## src/rtl/wr_burst_ctrl.sv

```systemverilog
// DDR4 frame-buffer write burst sequencer.
// Double-buffered: writes one buffer while the other is readable.
module wr_burst_ctrl #(
  parameter int unsigned BURST_LEN    = 64,
  parameter int unsigned FRAME_BURSTS = 2025,
  parameter logic [28:0] BUF0_ADDR    = 29'h0000000,
  parameter logic [28:0] BUF1_ADDR    = 29'h1000000
) (
  input  logic        clk,
  input  logic        rst_n,
  input  logic        init_calib_complete,
  input  logic        frame_start,
  input  logic [9:0]  fifo_rd_count,
  input  logic        wr_end,
  output logic        wr_cmd_start,
  output logic [28:0] wr_cmd_addr,
  output logic [7:0]  wr_cmd_bl,
  output logic [2:0]  wr_cmd_intr,
  output logic [63:0] wr_cmd_mask,
  output logic        rd_buf_sel,
  output logic        frame_done,
  output logic        frame_err,
  output logic        busy
);

  typedef enum logic [2:0] {
    IDLE,
    WAIT_DATA,
    START,
    WAIT_END,
    NEXT
  } state_t;

  localparam logic [28:0] STEP   = 29'(BURST_LEN * 8);
  localparam logic [15:0] LAST   = 16'(FRAME_BURSTS - 1);
  localparam logic [9:0]  THRESH = 10'(BURST_LEN);

  state_t      state;
  logic [15:0] burst_cnt;
  logic        pend;
  logic [28:0] wr_base;
  logic [28:0] nxt_base;

  // wr_base: buffer not shown to readers; nxt_base: same after a toggle
  assign wr_base  = rd_buf_sel ? BUF0_ADDR : BUF1_ADDR;
  assign nxt_base = rd_buf_sel ? BUF1_ADDR : BUF0_ADDR;

  assign wr_cmd_bl   = 8'(BURST_LEN);
  assign wr_cmd_intr = 3'b000;
  assign wr_cmd_mask = 64'h0;

  always_ff @(posedge clk or negedge rst_n) begin
    if (!rst_n) begin
      state        <= IDLE;
      wr_cmd_start <= 1'b0;
      wr_cmd_addr  <= BUF0_ADDR;
      rd_buf_sel   <= 1'b1;
      frame_done   <= 1'b0;
      frame_err    <= 1'b0;
      busy         <= 1'b0;
      burst_cnt    <= 16'd0;
      pend         <= 1'b0;
    end else begin
      wr_cmd_start <= 1'b0;
      frame_done   <= 1'b0;
      frame_err    <= 1'b0;
      unique case (state)
        IDLE: begin
          if (init_calib_complete && frame_start) begin
            wr_cmd_addr <= wr_base;
            burst_cnt   <= 16'd0;
            pend        <= 1'b0;
            busy        <= 1'b1;
            state       <= WAIT_DATA;
          end
        end
        WAIT_DATA: begin
          if (pend) begin
            frame_err   <= 1'b1;
            wr_cmd_addr <= wr_base;
            burst_cnt   <= 16'd0;
            pend        <= frame_start;
          end else begin
            pend <= frame_start;
            if (fifo_rd_count >= THRESH) begin
              wr_cmd_start <= 1'b1;
              state        <= START;
            end
          end
        end
        START: begin
          if (frame_start) pend <= 1'b1;
          state <= WAIT_END;
        end
        WAIT_END: begin
          if (frame_start) pend <= 1'b1;
          if (wr_end) state <= NEXT;
        end
        NEXT: begin
          state <= WAIT_DATA;
          if (pend) begin
            frame_err   <= 1'b1;
            wr_cmd_addr <= wr_base;
            burst_cnt   <= 16'd0;
            pend        <= frame_start;
          end else if (burst_cnt == LAST) begin
            rd_buf_sel <= ~rd_buf_sel;
            frame_done <= 1'b1;
            burst_cnt  <= 16'd0;
            // a vsync landing here starts the next frame with no gap
            if (frame_start) begin
              wr_cmd_addr <= nxt_base;
            end else begin
              wr_cmd_addr <= wr_cmd_addr + STEP;
              busy        <= 1'b0;
              state       <= IDLE;
            end
          end else begin
            wr_cmd_addr <= wr_cmd_addr + STEP;
            burst_cnt   <= burst_cnt + 16'd1;
            pend        <= frame_start;
          end
        end
        default: begin
          busy  <= 1'b0;
          state <= IDLE;
        end
      endcase
    end
  end

endmodule

```

## config.mk

```make
export PLATFORM = sky130hd
export DESIGN_NAME = wr_burst_ctrl
export DESIGN_NICKNAME = d
export VERILOG_FILES = /design/src/rtl/wr_burst_ctrl.sv
export SDC_FILE = /design/constraint.sdc
export NUM_CORES = 1
export LEC_CHECK = 0
export ABC_CLOCK_PERIOD_IN_PS = 3800
export BUFFER_PORTS_ARGS = -buffer_cell sky130_fd_sc_hd__buf_2
export CORE_MARGIN = 2
export CORE_UTILIZATION = 45
export CTS_CLUSTER_SIZE = 10
export DETAILED_ROUTE_END_ITERATION = 10
export PLACE_DENSITY = 0.75
export SYNTH_ARGS = -nofsm -noshare
export SYNTH_HDL_FRONTEND = slang
export SYNTH_SLANG_ARGS = --single-unit
```

## constraint.sdc

```tcl
create_clock -name clk -period 3.8 [get_ports clk]
set_input_delay 0.76 -clock clk [delete_from_list [all_inputs] [get_ports clk]]
set_output_delay 0.76 -clock clk [all_outputs]
set_load 0.02 [all_outputs]
```

; Word level (Yosys, flattened, before mapping)
; Cells that the tools add are included.
[totals]
regBits = 54
inputBits = 15
[classes]
n_reduce_logical = 12
magnitude_cmp = 1
add_sub_neg = 2
eq_ne = 14
n_bitwise = 3
muxes = 39
[op_table]
columns = operator, n
row1 = 2-to-1 mux 29 bit, 5
row2 = one-hot mux 29 bit (3 select lines), 1
row3 = 2-to-1 mux 16 bit, 4
row4 = 2-to-1 mux 25 bit, 2
row5 = one-hot mux 16 bit (3 select lines), 1
row6 = "adder 29 x 10 -> 29 bit, second input constant", 1
row7 = 2-to-1 mux 1 bit, 19
row8 = "adder 16 x 1 -> 16 bit, second input constant", 1
row9 = "== test 16 x 11 -> 1 bit, second input constant", 1
row10 = "!= test 2 bit, second input constant", 8
row11 = one-hot mux 3 bit (5 select lines), 1
row12 = 2-to-1 mux 3 bit, 4
row13 = "greater-or-equal comparator 10 x 7 -> 1 bit, second input constant", 1
row14 = AND reduction 3 bit, 3
row15 = "== test 3 x 2 -> 1 bit, second input constant", 2
row16 = AND reduction 5 bit, 1
row17 = one-hot mux 1 bit (4 select lines), 1
row18 = AND reduction 4 bit, 1
row19 = nonzero test 4 bit, 1
row20 = OR reduction 2 bit, 2
row21 = "== test 3 x 1 -> 1 bit, second input constant", 1
row22 = "== test 3 bit, second input constant", 1
row23 = logical NOT 3 bit, 1
row24 = NOT 1 bit, 3
row25 = other kinds (5), 5

; Logic depth before layout (Yosys ltp)
; Gate-level depths: netlist of run 1.
[depth]
word_depth = 5
depth_mapped = 8
mapped_depth_nobuf = 7

; Worst setup path before layout of run 1
; Ideal clock, no wire load.
[synth_timing]
kind = input to register
start = input frame_start
end = register wr_cmd_addr[24]
setup_ns = 0.126
required_time_ns = 3.674
slack_ns = 1.624
path_buffers = 1
path_stages = 6
arrival_ns = 2.050
path_cell_list = buf_2 and4bb_2 nand4_2 mux2_2 a21o_1 a221o_1
[synth_via]
elab_chain_cells = 4
elab_cells_between_ends = 7
[synth_rtl]
columns = item, line_no
row1 = from (decl), 12  ; input logic frame_start,
row2 = 2-to-1 mux 29 bit, 111  ; if (frame_start) begin
row3 = 2-to-1 mux 29 bit, 106  ; end else if (burst_cnt == LAST) begin
row4 = 2-to-1 mux 29 bit, 101  ; if (pend) begin
row5 = one-hot mux 29 bit (3 select lines), 67  ; unique case (state)
row6 = to (signal assigned), 70  ; wr_cmd_addr <= wr_base;
row7 = to (signal assigned), 103  ; wr_cmd_addr <= wr_base;
row8 = to (signal assigned), 112  ; wr_cmd_addr <= nxt_base;
row9 = to (decl), 16  ; output logic [28:0] wr_cmd_addr,
; Several ways; a longest one is shown, not always the timed one.
; A chain may end at the register's enable or synchronous reset.

; Final worst setup path of run 1
[layout_timing]
start = register burst_cnt[0]
end = register wr_cmd_addr[23]
[layout_via]
elab_chain_cells = 4
[layout_rtl]
columns = item, line_no
row1 = from (decl), 39  ; logic [15:0] burst_cnt;
row2 = from (signal assigned), 120  ; burst_cnt <= burst_cnt + 16'd1;
row3 = == test 16 x 11 -> 1 bit, 106
row4 = 2-to-1 mux 29 bit, 106
row5 = 2-to-1 mux 29 bit, 101
row6 = one-hot mux 29 bit (3 select lines), 67
; No other way between the ends.

==> results of run 1 <==
==> registers in the layout, summed over array words and instances (netlist names) <==
register	cells
wr_cmd_addr	20
burst_cnt	16
state	3
busy	1
frame_done	1
frame_err	1
pend	1
rd_buf_sel	1
wr_cmd_start	1
==> power breakdown <==
group	switching [mW]	internal (mW)
logic	0.349	0.118
clock network	0.167	0.214
registers	0.0802	0.515
==> per-layer routing <==
layer	share of wire	wire, microns	global-route usage	up-vias
met5	0	0	0	-
met4	0.0096	55	0.04119	0
met3	0.053	304	0.03128	6
met2	0.50	2888	0.2665	79
met1	0.44	2506	0.1980	1122
li1	-	-	-	1097
==> path summary, 6_finish.rpt <==
check,startpoint,slack (ns),cells after the start,endpoint
min in group asynchronous,rst_n,0.64,1,burst_cnt[13]$_DFFE_PN0P_
max reg2reg,burst_cnt[0]$_DFFE_PN0P_,1.50,7,wr_cmd_addr[23]$_DFFE_PN0P_
min,wr_cmd_addr[28]$_DFFE_PN0P_,0.56,2,wr_cmd_addr[28]$_DFFE_PN0P_
max,burst_cnt[0]$_DFFE_PN0P_,1.50,7,wr_cmd_addr[23]$_DFFE_PN0P_
min reg2reg,wr_cmd_addr[28]$_DFFE_PN0P_,0.56,2,wr_cmd_addr[28]$_DFFE_PN0P_
max in group asynchronous,rst_n,2.54,1,frame_err$_DFF_PN0_
==> layout by cell type (no fill, tap or decap), drive strengths merged, types with 2 or more instances in the layout <==
cell / count
a211oi: 2
a21o: 2
a21oi: 13
and2: 3
and3: 8
and4: 3
buf: 34
clkbuf: 6
conb: 84
dfrtp: 44
ha: 3
inv: 4
mux2: 2
nand2: 17
nand2b: 2
nand3: 18
nand3b: 3
nand4: 12
nor2: 43
nor3: 7
nor4: 5
nor4b: 3
o21ai: 12
or3: 6
xnor2: 12
xor2: 15
==> critical path, cell delays in order, from the launching register on <==
cell	delay, ns
sky130_fd_sc_hd__dfrtp_1	0.40
sky130_fd_sc_hd__inv_1	0.09
sky130_fd_sc_hd__ha_1	0.17
sky130_fd_sc_hd__nor4bb_1	0.27
sky130_fd_sc_hd__and4_1	0.29
sky130_fd_sc_hd__o2111ai_1	0.15
sky130_fd_sc_hd__a21oi_2	0.65
sky130_fd_sc_hd__nor2_1	0.13
==> cell type report <==
class / count / area (sq um)
clock buffers: 6 / 82.58
clock inverters: 2 / 37.54
fillers: 660 / 3590
inverters: 5 / 18.77
multi-input cells: 291 / 1590
flip-flops and latches: 45 / 1127
well taps: 80 / 100.1
repair buffers: 34 / 172.7
==> cell families after synthesis <==
kind of cell | synth area share
mux | 0.007263
other cells | 0.002422
simple gates | 0.2369
buf+inv | 0.2228
fa+ha+maj | 0.01211
flops | 0.3636
xor+xnor | 0.07627
compound gates | 0.07870
==> through the flow <==
step | power, mW | std cells | hold WS, ns | worst slack (ns) | cell area (sq um)
6_report | 1.444 | 463 | 0.5590 | 1.505 | 3129
5_1_grt | 1.532 | 463 | 0.5793 | 1.301 | 3129
4_1_cts | 1.453 | 463 | 0.5630 | 1.469 | 3129
3_5_place_dp | 1.073 | 455 | 0.5505 | 1.431 | 3009
3_3_place_gp | 1.061 | 455 | 0.5308 | 1.481 | 3009
2_1_floorplan | 1.030 | 433 | 0.4644 | 1.624 | 3408
==> results_tabular.tex, run 1 <==
\begin{tabular}{lr}
\hline
Metric & Value \\
\hline
\multicolumn{2}{l}{\textbf{STA}} \\
\quad Number of hold-slack violations in the final timing report & 0 \\
\quad Final period demand of the worst path & 2.295 ns \\
\quad Slew at the pin closest to its max-slew limit & 1.018 ns \\
\quad Sum of negative setup slack & 0 ns \\
\quad Tcrit/Tclk final & 0.6040 \\
\quad Total of endpoints with negative setup slack in the final report & 0 \\
\quad Slew Limit Fails & 0 \\
\quad Skew final & 0.006627 ns \\
\quad Unrepaired setup endpoints after global routing & no \\
\quad Worst slew margin relative to its limit & 0.3212 \\
\quad Fmax achieved & 435.7 MHz \\
\multicolumn{2}{l}{\textbf{Synthesis}} \\
\quad Share of synthesized flip-flops with an asynchronous set or reset & 1.000 \\
\quad Synth top area cells & sky130\_fd\_sc\_hd\_\_dfrtp\_1, sky130\_fd\_sc\_hd\_\_buf\_4, sky130\_fd\_sc\_hd\_\_nor2\_1 \\
\quad Number of warning messages in the yosys log & 0 \\
\quad Synth Flop Type & sky130\_fd\_sc\_hd\_\_dfrtp\_1 \\
\quad Count of unique library cells instantiated by Yosys & 51 \\
\quad Dominant cell type by area after synthesis & sky130\_fd\_sc\_hd\_\_dfrtp\_1 \\
\quad Top cell type's share of synthesized area & 0.3551 \\
\quad Average footprint of a synthesized cell & 8.833 sq um \\
\quad Most numerous cell types in the synthesized netlist & sky130\_fd\_sc\_hd\_\_buf\_4, sky130\_fd\_sc\_hd\_\_dfrtp\_1, sky130\_fd\_sc\_hd\_\_nor2\_1, sky130\_fd\_sc\_hd\_\_nand3\_1, sky130\_fd\_sc\_hd\_\_nand2\_1 \\
\quad Mapped Area & 0.003100 sq mm \\
\quad Count of flip-flops with a built-in enable after synthesis & 0 \\
\quad Portion of the post-synthesis area used by sequential elements & 0.3636 \\
\quad Syn Inst Count & 351 \\
\quad Number of synthesized register bits & 45 \\
\quad Library cell with the highest instance count after synthesis & sky130\_fd\_sc\_hd\_\_buf\_4 \\
\multicolumn{2}{l}{\textbf{Clock network}} \\
\quad Clock latency at the later pin of the worst-skew pair & 0.30 ns \\
\quad Maximum level of the CTS H-tree & 2 \\
\quad Maximum root-to-sink buffer count & 2 \\
\quad Number of sinks on the clock net & 45 \\
\quad Number of hold-repair buffers added at the cts stage & 0 \\
\quad Post-CTS Setup Inserts & 0 \\
\quad Clock slew at the register clock pins of the worst setup and hold paths & 0.09 ns \\
\quad TritonCTS clock tree & built \\
\quad CTS-repair resized insts & 0 \\
\quad Number of buffers created by CTS & 5 \\
\quad Clock root buffer & sky130\_fd\_sc\_hd\_\_clkbuf\_8 \\
\multicolumn{2}{l}{\textbf{Routing}} \\
\quad Residual DRC count & 0 \\
\quad Average detailed-routed wire length per instance & 12.43 microns \\
\quad Number of optimization iterations in the first detailed-route pass & 4 \\
\quad Final ANT Viol Nets & 0 \\
\quad DRC violation total after the first TritonRoute iteration & 182 \\
\quad WL final & 5754 microns \\
\quad Routed via count divided by cell count & 4.976 \\
\quad Detailed-route via count & 2,304 \\
\multicolumn{2}{l}{\textbf{GRT}} \\
\quad Via count of the first global-routing pass & 2,030 \\
\quad Global routing usage summed across all routing layers & 0.1550 \\
\quad Largest net degree at the start of global routing & 46 \\
\quad Number of antenna violations at the first check in global routing & 0 \\
\quad Total gr overflow & 0 \\
\quad First-pass GRT wire length & 9480 microns \\
\multicolumn{2}{l}{\textbf{Floorplanning}} \\
\quad Vert. Die Dim & 87.01 microns \\
\quad Ports placed on the boundary & 124 \\
\quad Number of cell rows & 30 \\
\quad Total die area & 0.007570 sq mm \\
\quad Effective utilization at floorplan & 0.4615 \\
\quad Placeable core region & 0.006719 sq mm \\
\quad Width of the chip & 87.01 microns \\
\multicolumn{2}{l}{\textbf{Critical path}} \\
\quad Type of destination of the critical path & flip-flop \\
\quad CP startpoint kind & flip-flop \\
\quad Arrival time worst endpoint & 2.45 ns \\
\quad Max Fanout on Critical Path & 17 \\
\quad CP Data Required Time & 3.96 ns \\
\quad Category of the critical setup timing path & flip-flop to flip-flop \\
\multicolumn{2}{l}{\textbf{Power and ir drop}} \\
\quad Worst ir drop on vdd & 0.0002046 V \\
\quad Power density normalized to cell area & 461.4 mW/mm\^{}2 \\
\quad Total leakage power & 1.531 nW \\
\multicolumn{2}{l}{\textbf{Placement}} \\
\quad Routability Congestion & 0.8476 \\
\quad Placed wire-length estimate & 4186 microns \\
\quad Port buffer count & 33 \\
\multicolumn{2}{l}{\textbf{Cells and area}} \\
\quad Post-route core utilization & 0.4657 \\
\quad Area growth syn-to-layout & 0.9281\% \\
\quad NumNets Final & 400 \\
\quad Share of layout cells above drive strength 1 & 0.1358 \\
\quad Diodes inserted & 0 \\
\multicolumn{2}{l}{\textbf{Status}} \\
\quad Run status & finished, final reports clean \\
\multicolumn{2}{l}{\textbf{Flow run}} \\
\quad Number of max-capacitance violations reported & 0 \\
\multicolumn{2}{l}{\textbf{Worst hold path}} \\
\quad Classification of the worst-slack hold path & flip-flop to flip-flop \\
\hline
\end{tabular}
Note: power is estimated with default switching activity, not from simulation.
==> inputs of run 2 (changes only) <==
ABC_CLOCK_PERIOD_IN_PS = 2300   (was 3800)
clock period = 2.3 ns   (was 3.8 ns; I/O delays follow)
==> results_tabular.tex, run 2 (synthesis gave the netlist of run 1 again) <==
\begin{tabular}{lr}
\hline
Metric & Value \\
\hline
\multicolumn{2}{l}{\textbf{Status}} \\
\quad Run status & finished, final reports clean \\
\multicolumn{2}{l}{\textbf{Power and ir drop}} \\
\quad Worst ir drop on vdd & 0.0002986 V (+46\%) \\
\quad Sw Ratio & 0.4111 (-0.001913) \\
\quad Net Switching & 0.9852 mW (+65\%) \\
\quad Clock network fraction of design power & 0.251 (-0.013) \\
\quad Power density normalized to cell area & 757.9 mW/mm\^{}2 (+64\%) \\
\quad P\_int & 1.411 mW (+67\%) \\
\quad Comb pwr share & 0.353 (+0.030) \\
\quad Total leakage power & 1.553 nW (+1.5\%) \\
\quad Portion of total power attributed to sequential cells & 0.396 (-0.017) \\
\multicolumn{2}{l}{\textbf{Floorplanning}} \\
\quad Total die area & 0.007570 sq mm (unchanged) \\
\quad Ports placed on the boundary & 124 (unchanged) \\
\quad Width of the chip & 87.01 microns (unchanged) \\
\quad Vert. Die Dim & 87.01 microns (unchanged) \\
\quad Number of cell rows & 30 (unchanged) \\
\quad Effective utilization at floorplan & 0.4615 (unchanged) \\
\quad Placeable core region & 0.006719 sq mm (unchanged) \\
\multicolumn{2}{l}{\textbf{Critical path}} \\
\quad Type of destination of the critical path & flip-flop \\
\quad Minimum setup slack among reg-to-reg paths & 0.31 ns (-1.20 ns) \\
\quad Max Fanout on Critical Path & 5 (-12) \\
\quad Arrival time worst endpoint & 2.17 ns (-0.28 ns) \\
\quad Depth of the most critical reg-to-reg path & 7 (unchanged) \\
\quad CP startpoint kind & flip-flop \\
\quad Worst path depth & 7 (unchanged) \\
\quad Buffers \& Inverters on Critical Path & 1 (unchanged) \\
\quad Capture point of the worst reg-to-reg path & wr\_cmd\_addr[24]\$\_DFFE\_PN0P\_ \\
\quad Ordered cell list for the critical path & inv\_1 > ha\_1 > and4b\_1 > nand4\_2 > mux2\_2 > a21o\_1 > a221o\_1 \\
\quad Worst path top cell family by delay & compound AO/OA/AOI/OAI gates \\
\quad Crit-path max cell delay & 0.40 ns (-0.25 ns) \\
\quad Highest-delay cell along the critical path & sky130\_fd\_sc\_hd\_\_dfrtp\_1 \\
\quad Worst r2r src & burst\_cnt[0]\$\_DFFE\_PN0P\_ \\
\quad Category of the critical setup timing path & flip-flop to flip-flop \\
\quad CP Data Required Time & 2.48 ns (-1.48 ns) \\
\multicolumn{2}{l}{\textbf{Placement}} \\
\quad Placed Instances & 460 (+1.1\%) \\
\quad Placed cell areas & 0.003047 sq mm (+1.2\%) \\
\quad Routability Congestion & 0.8531 (+0.65\%) \\
\quad Placed wire-length estimate & 4238 microns (+1.2\%) \\
\quad Port buffer count & 33 (unchanged) \\
\multicolumn{2}{l}{\textbf{Routing}} \\
\quad Number of optimization iterations in the first detailed-route pass & 4 (unchanged) \\
\quad WL final & 5662 microns (-1.6\%) \\
\quad DRC violation total after the first TritonRoute iteration & 95 (-48\%) \\
\quad Residual DRC count & 0 (unchanged) \\
\quad Detailed-route via count & 2,300 (-0.17\%) \\
\quad Routed via count divided by cell count & 4.915 (-1.2\%) \\
\quad Final ANT Viol Nets & 0 (unchanged) \\
\quad Average detailed-routed wire length per instance & 12.10 microns (-2.7\%) \\
\multicolumn{2}{l}{\textbf{Clock network}} \\
\quad Maximum root-to-sink buffer count & 2 (unchanged) \\
\quad Number of sinks on the clock net & 45 (unchanged) \\
\quad Post-CTS Setup Inserts & 0 (unchanged) \\
\quad CTS-repair resized insts & 0 (unchanged) \\
\quad Number of hold-repair buffers added at the cts stage & 0 (unchanged) \\
\quad Clock slew at the register clock pins of the worst setup and hold paths & 0.09 ns (about the same) \\
\quad TritonCTS clock tree & built \\
\quad Number of buffers created by CTS & 5 (unchanged) \\
\quad Maximum level of the CTS H-tree & 2 (unchanged) \\
\quad Clock latency at the later pin of the worst-skew pair & 0.30 ns (about the same) \\
\quad Clock root buffer & sky130\_fd\_sc\_hd\_\_clkbuf\_8 \\
\multicolumn{2}{l}{\textbf{Cells and area}} \\
\quad Most common cell after layout, fill and taps aside & sky130\_fd\_sc\_hd\_\_conb\_1 \\
\quad NumNets Final & 405 (+1.3\%) \\
\quad Post-route core utilization & 0.4706 (+0.004841) \\
\quad Max FFs per register & 20 (unchanged) \\
\quad Top register by number of flip-flops & wr\_cmd\_addr \\
\quad Cell Count, Final, Fillers Out & 468 (+1.1\%) \\
\quad Area growth syn-to-layout & 1.977\% \\
\quad Share of layout cells above drive strength 1 & 0.1469 (+0.01114) \\
\quad Post-Layout Inst Area & 0.003162 sq mm (+1.0\%) \\
\quad Commonest non-fill, non-tap cells in the layout & sky130\_fd\_sc\_hd\_\_conb\_1, sky130\_fd\_sc\_hd\_\_dfrtp\_1, sky130\_fd\_sc\_hd\_\_nor2\_1 \\
\quad Diodes inserted & 0 (unchanged) \\
\quad Registers with the most flip-flops & wr\_cmd\_addr: 20 flops, burst\_cnt: 16 flops, state: 3 flops \\
\multicolumn{2}{l}{\textbf{STA}} \\
\quad Fmax achieved & 502.4 MHz (+15\%) \\
\quad Unrepaired setup endpoints after global routing & no \\
\quad Sum of negative setup slack & 0 ns (unchanged) \\
\quad Slew at the pin closest to its max-slew limit & 0.6872 ns (-0.3309 ns) \\
\quad Total of endpoints with negative setup slack in the final report & 0 (unchanged) \\
\quad Final period demand of the worst path & 1.990 ns (-0.3048 ns) \\
\quad Worst slew margin relative to its limit & 0.5418 (+0.2206) \\
\quad Number of hold-slack violations in the final timing report & 0 (unchanged) \\
\quad Skew final & 0.01021 ns (+0.003582 ns) \\
\quad Slew Limit Fails & 0 (unchanged) \\
\quad Tcrit/Tclk final & 0.8654 (+0.2614) \\
\multicolumn{2}{l}{\textbf{GRT}} \\
\quad Total gr overflow & 0 (unchanged) \\
\quad Via count of the first global-routing pass & 1,948 (-4.0\%) \\
\quad Global routing usage summed across all routing layers & 0.1490 (-0.005968) \\
\quad First-pass GRT wire length & 9032 microns (-4.7\%) \\
\quad Largest net degree at the start of global routing & 46 (unchanged) \\
\quad Number of antenna violations at the first check in global routing & 0 (unchanged) \\
\multicolumn{2}{l}{\textbf{Worst hold path}} \\
\quad Classification of the worst-slack hold path & input pin to async pin \\
\multicolumn{2}{l}{\textbf{Flow run}} \\
\quad Number of max-capacitance violations reported & 0 (unchanged) \\
\hline
\end{tabular}
run 2: routing by layer:
layer / vias up / wire, microns / GRT usage
met4: 0 / 60 / 0.04261
met5: - / 0 / 0
met2: 93 / 2777 / 0.2554
met3: 7 / 320 / 0.03033
li1: 1115 / - / -
met1: 1085 / 2503 / 0.1898
run 2: worst max-delay path by stage:
stage,from,to,slack [ns]
floorplan,frame_start,wr_cmd_addr[24]$_DFFE_PN0P_,0.42
global placement,frame_start,wr_cmd_addr[24]$_DFFE_PN0P_,0.30
detailed placement,frame_start,burst_cnt[14]$_DFFE_PN0P_,0.27
CTS,burst_cnt[0]$_DFFE_PN0P_,wr_cmd_addr[24]$_DFFE_PN0P_,0.31
global route,burst_cnt[0]$_DFFE_PN0P_,wr_cmd_addr[24]$_DFFE_PN0P_,0.20
finish,burst_cnt[0]$_DFFE_PN0P_,wr_cmd_addr[24]$_DFFE_PN0P_,0.31
run 2: cell type report:
| cell class | count | area [sq um] |
|---|---|---|
| Clock buffer | 5 | 68.82 |
| Fill cell | 640 | 3557 |
| Sequential cell | 45 | 1127 |
| Tap cell | 80 | 100.1 |
| Clock inverter | 3 | 46.29 |
| Inverter | 5 | 18.77 |
| Multi-Input combinational cell | 291 | 1590 |
| Timing Repair Buffer | 39 | 210.2 |
run 2: worst register-to-register path, delay by kind of cell, from the launching register on:
kind            cells  cell delay (ns)
compound gates      2             0.51
fa+ha+maj           1             0.16
buf+inv             1             0.09
flops               1             0.40
mux                 1             0.31
simple gates        2             0.41
run 2: stage by stage:
stage / setup slack (ns) / power, mW / hold WS (ns)
floorplan: 0.4243 / 1.701 / 0.1644
global placement: 0.2997 / 1.796 / 0.5316
detailed placement: 0.2665 / 1.808 / 0.5458
CTS: 0.3066 / 2.409 / 0.2423
global route: 0.2028 / 2.555 / 0.2657
finish: 0.3097 / 2.396 / 0.2316
run 2: power by group through the flow:
stage	Combinational, mW	Sequential (mW)	Clock, mW
floorplan	0.758	0.943	0
global placement	0.835	0.961	0
detailed placement	0.847	0.961	0
CTS	0.845	0.948	0.616
global route	0.936	0.961	0.658
finish	0.846	0.949	0.601
==> inputs of run 3 (changes only) <==
ABC_CLOCK_PERIOD_IN_PS = 1800   (was 2300)
CORE_UTILIZATION = 44   (was 45)
PLACE_DENSITY = 0.77   (was 0.75)
clock period = 1.8 ns   (was 2.3 ns; I/O delays follow)
==> results_tabular.tex, run 3 (synthesis gave the netlist of run 1 again) <==
\begin{tabular}{lr}
\hline
Metric & Value \\
\hline
\multicolumn{2}{l}{\textbf{Status}} \\
\quad Violations in the final reports & negative setup slack \\
\quad Run status & finished with violations \\
\multicolumn{2}{l}{\textbf{GRT}} \\
\quad Number of antenna violations at the first check in global routing & 0 (unchanged) \\
\quad Total gr overflow & 0 (unchanged) \\
\quad Largest net degree at the start of global routing & 46 (unchanged) \\
\quad Global routing usage summed across all routing layers & 0.1636 (+0.01457) \\
\quad Via count of the first global-routing pass & 2,207 (+13\%) \\
\quad First-pass GRT wire length & 10,130 microns (+12\%) \\
\multicolumn{2}{l}{\textbf{STA}} \\
\quad Worst slew margin relative to its limit & 0.6158 (+0.07396) \\
\quad Sum of negative setup slack & -0.1811 ns (-0.1811 ns) \\
\quad Tcrit/Tclk final & 1.013 (+0.1476) \\
\quad Fmax achieved & 548.5 MHz (+9.2\%) \\
\quad Number of hold-slack violations in the final timing report & 0 (unchanged) \\
\quad Unrepaired setup endpoints after global routing & yes \\
\quad Final period demand of the worst path & 1.823 ns (-0.1670 ns) \\
\quad Slew Limit Fails & 0 (unchanged) \\
\quad Slack of the critical path & -0.02331 ns (-0.3330 ns) \\
\quad Slew at the pin closest to its max-slew limit & 0.5763 ns (-0.1109 ns) \\
\quad Total of endpoints with negative setup slack in the final report & 12 (+12) \\
\quad Skew final & 0.01384 ns (+0.003631 ns) \\
\multicolumn{2}{l}{\textbf{Routing}} \\
\quad Average detailed-routed wire length per instance & 12.31 microns (+1.8\%) \\
\quad DRC violation total after the first TritonRoute iteration & 188 (+98\%) \\
\quad Detailed-route via count & 2,483 (+8.0\%) \\
\quad Number of optimization iterations in the first detailed-route pass & 5 (+1) \\
\quad Routed via count divided by cell count & 4.739 (-3.6\%) \\
\quad Met2 wirelength from detailed routing & 3394 microns (+22\%) \\
\quad Top Layer Used & met4 \\
\quad Routed wl met3 & 295 microns (-7.8\%) \\
\quad Met1 WL & 2706 microns (+8.1\%) \\
\quad WL final & 6453 microns (+14\%) \\
\quad Final ANT Viol Nets & 0 (unchanged) \\
\quad Residual DRC count & 0 (unchanged) \\
\multicolumn{2}{l}{\textbf{Clock network}} \\
\quad Maximum root-to-sink buffer count & 2 (unchanged) \\
\quad Clock root buffer & sky130\_fd\_sc\_hd\_\_clkbuf\_8 \\
\quad Clock latency at the later pin of the worst-skew pair & 0.31 ns (about the same) \\
\quad TritonCTS clock tree & built \\
\quad Clock slew at the register clock pins of the worst setup and hold paths & 0.09 ns (about the same) \\
\quad Number of sinks on the clock net & 45 (unchanged) \\
\quad Number of buffers created by CTS & 5 (unchanged) \\
\quad Maximum level of the CTS H-tree & 2 (unchanged) \\
\multicolumn{2}{l}{\textbf{Critical path}} \\
\quad Type of destination of the critical path & flip-flop \\
\quad Arrival time worst endpoint & 2.02 ns (-0.15 ns) \\
\quad First element of the critical path & burst\_cnt[0]\$\_DFFE\_PN0P\_ \\
\quad CP Data Required Time & 1.99 ns (-0.49 ns) \\
\quad CP startpoint kind & flip-flop \\
\quad Category of the critical setup timing path & flip-flop to flip-flop \\
\quad Max Fanout on Critical Path & 2 (-3) \\
\quad Worst r2r src & burst\_cnt[0]\$\_DFFE\_PN0P\_ \\
\multicolumn{2}{l}{\textbf{Cells and area}} \\
\quad Cell Count, Final, Fillers Out & 524 (+12\%) \\
\quad Registers with the most flip-flops & wr\_cmd\_addr: 20 flops, burst\_cnt: 16 flops, state: 3 flops \\
\quad Max FFs per register & 20 (unchanged) \\
\quad Area occupied by multi-input gates & 0.001723 sq mm (+8.3\%) \\
\quad Top register by number of flip-flops & wr\_cmd\_addr \\
\quad Fillers & 612 (-4.4\%) \\
\quad Flip-flop and latch area & 0.001127 sq mm (unchanged) \\
\quad NumNets Final & 445 (+9.9\%) \\
\quad Post-route core utilization & 0.5322 (+0.06165) \\
\quad Diodes inserted & 0 (unchanged) \\
\quad Area growth syn-to-layout & 16.63\% \\
\quad Post-Layout Inst Area & 0.003616 sq mm (+14\%) \\
\quad Most common cell after layout, fill and taps aside & sky130\_fd\_sc\_hd\_\_conb\_1 \\
\quad Commonest non-fill, non-tap cells in the layout & sky130\_fd\_sc\_hd\_\_conb\_1, sky130\_fd\_sc\_hd\_\_dfrtp\_1, sky130\_fd\_sc\_hd\_\_buf\_4 \\
\quad Share of layout cells above drive strength 1 & 0.2757 (+0.1288) \\
\multicolumn{2}{l}{\textbf{Flow run}} \\
\quad Number of max-capacitance violations reported & 0 (unchanged) \\
\multicolumn{2}{l}{\textbf{Placement}} \\
\quad Routability Congestion & 0.8505 (-0.30\%) \\
\quad Port buffer count & 33 (unchanged) \\
\quad Placed Instances & 506 (+10\%) \\
\quad Placed wire-length estimate & 4657 microns (+9.9\%) \\
\quad Placed cell areas & 0.003304 sq mm (+8.5\%) \\
\quad Worst setup slack after placement & -0.06468 ns (-0.3311 ns) \\
\multicolumn{2}{l}{\textbf{Floorplanning}} \\
\quad Vert. Die Dim & 87.95 microns (+1.1\%) \\
\quad Number of cell rows & 30 (unchanged) \\
\quad Total die area & 0.007734 sq mm (+2.2\%) \\
\quad Effective utilization at floorplan & 0.4564 (-0.005099) \\
\quad Placeable core region & 0.006794 sq mm (+1.1\%) \\
\quad Width of the chip & 87.95 microns (+1.1\%) \\
\quad Ports placed on the boundary & 124 (unchanged) \\
\multicolumn{2}{l}{\textbf{Power and ir drop}} \\
\quad Worst ir drop on vdd & 0.0004414 V (+48\%) \\
\quad Total leakage power & 1.765 nW (+14\%) \\
\quad Power density normalized to cell area & 939.0 mW/mm\^{}2 (+24\%) \\
\multicolumn{2}{l}{\textbf{Worst hold path}} \\
\quad Classification of the worst-slack hold path & input pin to async pin \\
\hline
\end{tabular}
==> run 3: changes by cell type in the layout (fill, tap and decap cells not counted), moves of 3 or more <==
| cell | previous run | this run |
|---|---|---|
| sky130_fd_sc_hd__nor2_4 | 0 | 3 |
| sky130_fd_sc_hd__nor2_1 | 42 | 34 |
| sky130_fd_sc_hd__nor2_2 | 1 | 6 |
| sky130_fd_sc_hd__buf_4 | 6 | 44 |
==> run 3: final cells by class <==
class	count	area share
timing repair buffer	79	0.1495
sequential	45	0.3118
clock inverter	3	0.004844
multi-input combinational	291	0.4765
clock buffer	5	0.01903
inverter	5	0.005190
tap	96	0.03322
==> run 3: what timing repair did <==
| item | 4_1_cts | 5_1_grt |
|---|---|---|
| pin swaps | 4 | 9 |
| setup endpoints to repair | 32 | 34 |
| resized for setup | 9 | 21 |
| setup buffers | 8 | 1 |
| hold buffers | 0 | 0 |
| cloned | 0 | 1 |
==> run 3: worst max-delay path, cell delays in order (launching register included) <==
cell and delay (ns):
sky130_fd_sc_hd__dfrtp_1 0.41, sky130_fd_sc_hd__inv_2 0.09, sky130_fd_sc_hd__ha_4 0.13, sky130_fd_sc_hd__and4b_1 0.21
sky130_fd_sc_hd__nand4_2 0.11, sky130_fd_sc_hd__mux2_4 0.29, sky130_fd_sc_hd__a21o_1 0.16, sky130_fd_sc_hd__a221o_1 0.30
==> run 3: through the flow <==
stage          hold WS, ns  power [mW]
6_report            0.1326       3.395
5_1_grt             0.1986       3.607
4_1_cts             0.1507       3.216
3_5_place_dp        0.4791       2.536
3_3_place_gp        0.4792       2.504
2_1_floorplan      0.06441       2.187
==> run 3: power breakdown <==
| group | internal, mW | total (mW) | switching (mW) |
|---|---|---|---|
| combinational | 0.611 | 1.61 | 0.995 |
| clock | 0.268 | 0.619 | 0.351 |
| sequential | 1.09 | 1.17 | 0.0797 |
| total | 1.97 | 3.40 | 1.43 |
==> run 3: path summary, 6_finish.rpt <==
path / to / slack [ns] / cells past startpoint
setup / recovery: wr_cmd_addr[24]$_DFFE_PN0P_ / -0.02 / 7
min in group clk: state[2]$_DFFE_PN0P_ / 0.31 / 3
max in group asynchronous: wr_cmd_addr[12]$_DFFE_PN0P_ / 1.28 / 2
setup reg to reg: wr_cmd_addr[24]$_DFFE_PN0P_ / -0.02 / 7
hold reg to reg: busy$_DFFE_PN0P_ / 0.55 / 2
hold / removal: wr_cmd_addr[16]$_DFFE_PN0P_ / 0.13 / 2
==> run 3: layer usage <==
| metal | vias up | GRT usage |
|---|---|---|
| met5 | - | 0 |
| met4 | 0 | 0.04056 |
| met3 | 8 | 0.03299 |
| met2 | 75 | 0.2858 |
| met1 | 1209 | 0.2072 |
| li1 | 1191 | - |
